$ cat src/rtl/if_stage.sv
// if_stage: instruction-fetch stage of the 5-stage MIPS pipeline.
// Owns the PC register and a byte-loadable, big-endian instruction memory
// filled by the debug loader. The optional sticky HALT detection (fetching
// 32'hFFFF_FFFF stops the PC) is compiled in when IF_STAGE_HALT_DETECT_EN
// is defined. Without it, o_halted is tied to 0.
//
// Loader strobe semantics: i_instruction_wr is a valid-only strobe with no
// ready. A byte is accepted on the rising edge when i_instruction_wr=1 and
// o_full_mem=0. Strobes while o_full_mem=1 are dropped silently.
module if_stage #(
   parameter int PC_SIZE           = 32,
   parameter int BUS_SIZE          = 32,
   parameter int MEM_SIZE_IN_WORDS = 64
) (
   input  logic                i_clk,
   input  logic                i_reset,
   input  logic                i_enable,
   input  logic                i_halt,
   input  logic                i_not_load,
   input  logic                i_next_pc_src,
   input  logic [PC_SIZE-1:0]  i_next_not_seq_pc,
   input  logic                i_instruction_wr,
   input  logic [7:0]          i_instruction,
   output logic                o_full_mem,
   output logic                o_empty_mem,
   output logic                o_halted,
   output logic [PC_SIZE-1:0]  o_pc,
   output logic [PC_SIZE-1:0]  o_next_seq_pc,
   output logic [BUS_SIZE-1:0] o_instruction
);

   localparam int MEM_BYTES = 4 * MEM_SIZE_IN_WORDS;
   localparam int AW        = $clog2(MEM_BYTES);
   localparam int PW        = AW + 1;
   localparam logic [PW-1:0]        PTR_FULL   = PW'(MEM_BYTES);
   localparam logic [PC_SIZE-3:0]   WORD_LIMIT = (PC_SIZE-2)'(MEM_SIZE_IN_WORDS);
   localparam logic [PC_SIZE-1:0]   PC_STEP    = PC_SIZE'(4);

   logic [7:0]         mem [MEM_BYTES];
   logic [PW-1:0]      ptr;
   logic [PC_SIZE-1:0] pc;
   logic               halted;
   logic               halt_hit;
   logic               advance;
   logic [PC_SIZE-3:0] word_idx;
   logic               in_range;
   logic               load_ok;
   logic               unused_tgt_lsbs;

   // Redirect targets are word-aligned by dropping their two LSBs.
   assign unused_tgt_lsbs = ^i_next_not_seq_pc[1:0];

   assign o_pc          = pc;
   assign o_next_seq_pc = pc + PC_STEP;
   assign o_full_mem    = (ptr == PTR_FULL);
   assign o_empty_mem   = (ptr == '0);
   assign o_halted      = halted;
   assign load_ok       = i_instruction_wr & ~o_full_mem;
   assign advance       = i_enable & ~i_halt & ~i_not_load & ~halted;

   assign word_idx = pc[PC_SIZE-1:2];
   assign in_range = (word_idx < WORD_LIMIT);

   // Big-endian word read. An out-of-range index reads as NOP and does not wrap.
   always_comb begin
      o_instruction = '0;
      if (in_range) begin
         o_instruction = BUS_SIZE'({mem[{word_idx[AW-3:0], 2'b00}],
                                    mem[{word_idx[AW-3:0], 2'b01}],
                                    mem[{word_idx[AW-3:0], 2'b10}],
                                    mem[{word_idx[AW-3:0], 2'b11}]});
      end
   end

`ifdef IF_STAGE_HALT_DETECT_EN
   logic is_halt_word;
   assign is_halt_word = (o_instruction == '1);
   assign halt_hit     = advance & is_halt_word;

   // Sticky halted flag: it sets when a HALT word is fetched on an advancing cycle.
   always_ff @(posedge i_clk) begin
      if (i_reset)       halted <= 1'b0;
      else if (halt_hit) halted <= 1'b1;
   end
`else
   assign halt_hit = 1'b0;
   assign halted   = 1'b0;
`endif

   // PC register. Redirect has priority over sequential. A HALT fetch freezes the PC.
   always_ff @(posedge i_clk) begin
      if (i_reset) begin
         pc <= '0;
      end else if (advance && !halt_hit) begin
         if (i_next_pc_src) pc <= {i_next_not_seq_pc[PC_SIZE-1:2], 2'b00};
         else               pc <= pc + PC_STEP;
      end
   end

   // Loader write pointer. It saturates at the byte capacity.
   always_ff @(posedge i_clk) begin
      if (i_reset)      ptr <= '0;
      else if (load_ok) ptr <= ptr + PW'(1);
   end

   // Byte memory. It clears on reset and the loader writes one byte per strobe.
   always_ff @(posedge i_clk) begin
      if (i_reset) begin
         for (int i = 0; i < MEM_BYTES; i++) mem[i] <= 8'h00;
      end else if (load_ok) begin
         mem[ptr[AW-1:0]] <= i_instruction;
      end
   end

endmodule

$ cat config.mk
export PLATFORM = sky130hd
export DESIGN_NAME = if_stage
export DESIGN_NICKNAME = d
export VERILOG_FILES = /design/src/rtl/if_stage.sv
export SDC_FILE = /design/constraint.sdc
export NUM_CORES = 2
export LEC_CHECK = 0
export BUFFER_PORTS_ARGS = -buffer_cell sky130_fd_sc_hd__buf_2
export CORE_MARGIN = 3
export CORE_UTILIZATION = 65
export CTS_BUF_LIST = sky130_fd_sc_hd__clkbuf_8
export CTS_CLUSTER_DIAMETER = 120
export DETAILED_ROUTE_END_ITERATION = 12
export PLACE_DENSITY = 0.84
export SYNTH_ARGS = -nofsm -noshare
export SYNTH_HDL_FRONTEND = slang
export SYNTH_SLANG_ARGS = --single-unit
$ cat constraint.sdc
create_clock -name i_clk -period 3.05 [get_ports i_clk]
set_input_delay 0 -clock i_clk [delete_from_list [all_inputs] [get_ports i_clk]]
set_output_delay 0 -clock i_clk [all_outputs]
set_load 0.05 [all_outputs]
==> results.txt <==
Cell Rows - 142
worst path arrival time - 3.95 ns
register area share after synthesis - 0.633
Async SR Flop Fraction - 0
RSZ-0062 raised after global routing - true
number of global-route vias before repair - 68,100
number of buffers inserted by port buffering - 138
final antenna-violating net count - 0
total gr overflow - 0
kind of start point of the critical path - register
Post-synth EDFFs - 2,048
Setup WS pre-CTS - -0.359 ns
pwr/cell area - 540 nW/µm²
failing checks - negative setup slack
final hold vios - 0
CTS tree - done
WS Path Type - reg2out
DR vias - 69,000
multi-input logic area - 34,200 µm²
most frequent cells after synthesis - edfxtp_1 (2,048), and2_1 (1,528), and3_1 (541)
H-tree Lvls - 5
Synth area leaders - edfxtp_1 (62%), mux4_2 (10%), and2_1 (9.7%)
fin crit share - 1.29
core box area - 150,000 µm²
# setup viols final - 42
Yosys top cell by area - edfxtp_1
Clock Root Buffer - clkbuf_8
Pre-antenna DRT Iters - 7
IO Pins - 146
Layout Area Growth over Synthesis - 17.2%
synthesized instance count - 6,804
ys flop type - edfxtp_1
vias per cell - 7.04
setup ws final - -0.899 ns
Hold WC Path Type - in2reg
Max-Cap Viols - 0
CTS Buf Count - 338
share of layout cells above drive strength 1 - 0.260
total track usage - 0.389
WL/cell - 32.3 µm
post-route minimum period - 3.95 ns
Die Area - 156,000 µm²
fin area - 116,000 µm²
1st-iter DRT viols - 12,700
post-synth top area share - 0.623
status - finished, violations left
Distinct cells, synth - 82
Post-DP HPWL - 183,000 µm
top-count cell post-synth - edfxtp_1
largest net degree at the start of global routing - 138
initial cell density of the core - 0.656
worst slew pin tran - 1.20 ns
nature of the critical path endpoint - output port
Leakage - 42.7 nW
Worst VDD drop - 0.000495 V
Cell Count, Final, Fillers Out - 9,804
Worst Path Required - 3.05 ns
average cell area after synthesis - 14.5 µm²
Placed Area - 104,000 µm²
clock sink count - 2,093
clock-pin transition on the worst setup and hold timing paths - 0.07 ns
Max Transition Viols Final - 0
fin nets - 7,592
max_slew headroom - 0.201
die span in y - 396 µm
#FFs+latches synth - 2,093
cell count after placement - 8,905
first-pass GRT wire length - 446,000 µm
WL final - 316,000 µm
Final Skew - 0.0836 ns
Max Root-Sink Buffers - 4
Yosys Warn Count - 0
CP Max Fanout - 14
DRC - 0
Fmax achieved - 0.253 GHz
initial antenna violation count - 14
post-synthesis cell area - 98,600 µm²
GP Congestion - 0.941
die width - 396 µm
Reg area - 62,400 µm²
fillers - 7,467
clk_lat worst skew - 1.08 ns
[critical path, cell delays in order (launching register included)]
cell and delay [ns]:
dfxtp_4 0.42, buf_12 0.13, buf_12 0.13, buf_8 0.19, mux4_2 0.58, mux4_2 0.58, o22ai_1 0.21, buf_4 0.20
a311oi_2 0.07, buf_4 0.24, buf_12 0.16
[layout by cell type (no fill, tap or decap), types with 53 or more instances in the layout]
master and instances:
buf_12 91, clkinv_1 79, mux4_2 458, and3_1 536
edfxtp_1 2048, dlygate4sd3_1 143, mux2i_1 193, buf_4 608
and2_1 1526, buf_6 66, a221oi_1 53, inv_1 126
o21ai_0 278, nor2_1 246, nand2_1 139, clkbuf_8 357
buf_2 90
[final timing paths]
kind                                from          endpoint  slack, ns  cells past startpoint
worst max-delay path            register  o_instruction[3]      -0.90                     10
worst min-delay path             i_reset            ptr[0]       0.18                      4
worst max register to register   o_pc[6]          o_pc[12]      -0.14                      8
worst min register to register    ptr[0]            ptr[0]       0.62                      2
[cells by family after synthesis]
group	count (synthesis)	share of synthesized area
simple gates	2672	0.159
flops	2093	0.633
fa+ha+maj	5	0.000634
other cells	1	0.0000380
buf+inv	692	0.0349
xor+xnor	33	0.00293
mux	679	0.128
compound gates	629	0.0421
[stage by stage]
| step | total power [W] | util | hold slack (ns) | TNS, ns |
|---|---|---|---|---|
| global route | 0.0636 | 0.769 | 0.151 | -26.56 |
| global placement | 0.0390 | 0.694 | 0.296 | -0.394 |
| CTS | 0.0615 | 0.760 | 0.0673 | -23.70 |
| detailed placement | 0.0392 | 0.694 | 0.292 | -0.385 |
| finish | 0.0624 | 0.769 | 0.175 | -24.78 |
| floorplan | 0.0367 | - | 0.180 | 0 |
[registers in the layout, summed over array words and instances (netlist names), named ones only]
signal,flops
o_pc,30
ptr,9
mem,2048
[metal layers]
layer	track usage	wire length (µm)	share of wire
met1	0.486	95600	0.30
met5	0.000308	91	0.00029
met2	0.586	142000	0.45
met3	0.137	53100	0.17
met4	0.243	25200	0.080
[power by group]
part	switching [W]	internal, W	leakage, nW
logic	0.00405	0.00256	19.1
clock network	0.0113	0.0112	3.46
registers	0.000499	0.0328	20.2
total	0.0158	0.0466	42.7
[what timing repair did]
| action | CTS | global route |
|---|---|---|
| hold endpoints to repair | 910 | 0 |
| pin swaps | 64 | 71 |
| resized for setup | 299 | 192 |
| endpoints found under the setup margin | 52 | 391 |
| setup buffers | 81 | 85 |
| cloned | 11 | 11 |
| hold buffers | 145 | 0 |
[area by class of cell]
class                   instances  area share
inverters                      18    0.000703
flip-flops and latches       2093       0.540
repair buffers               1066      0.0900
diodes                          8    0.000173
clock buffers                 349      0.0415
multi-input cells            4023       0.296
well taps                    2016      0.0218
clock inverters               231     0.00976
No activity file was read; power rests on OpenSTA's default activity.
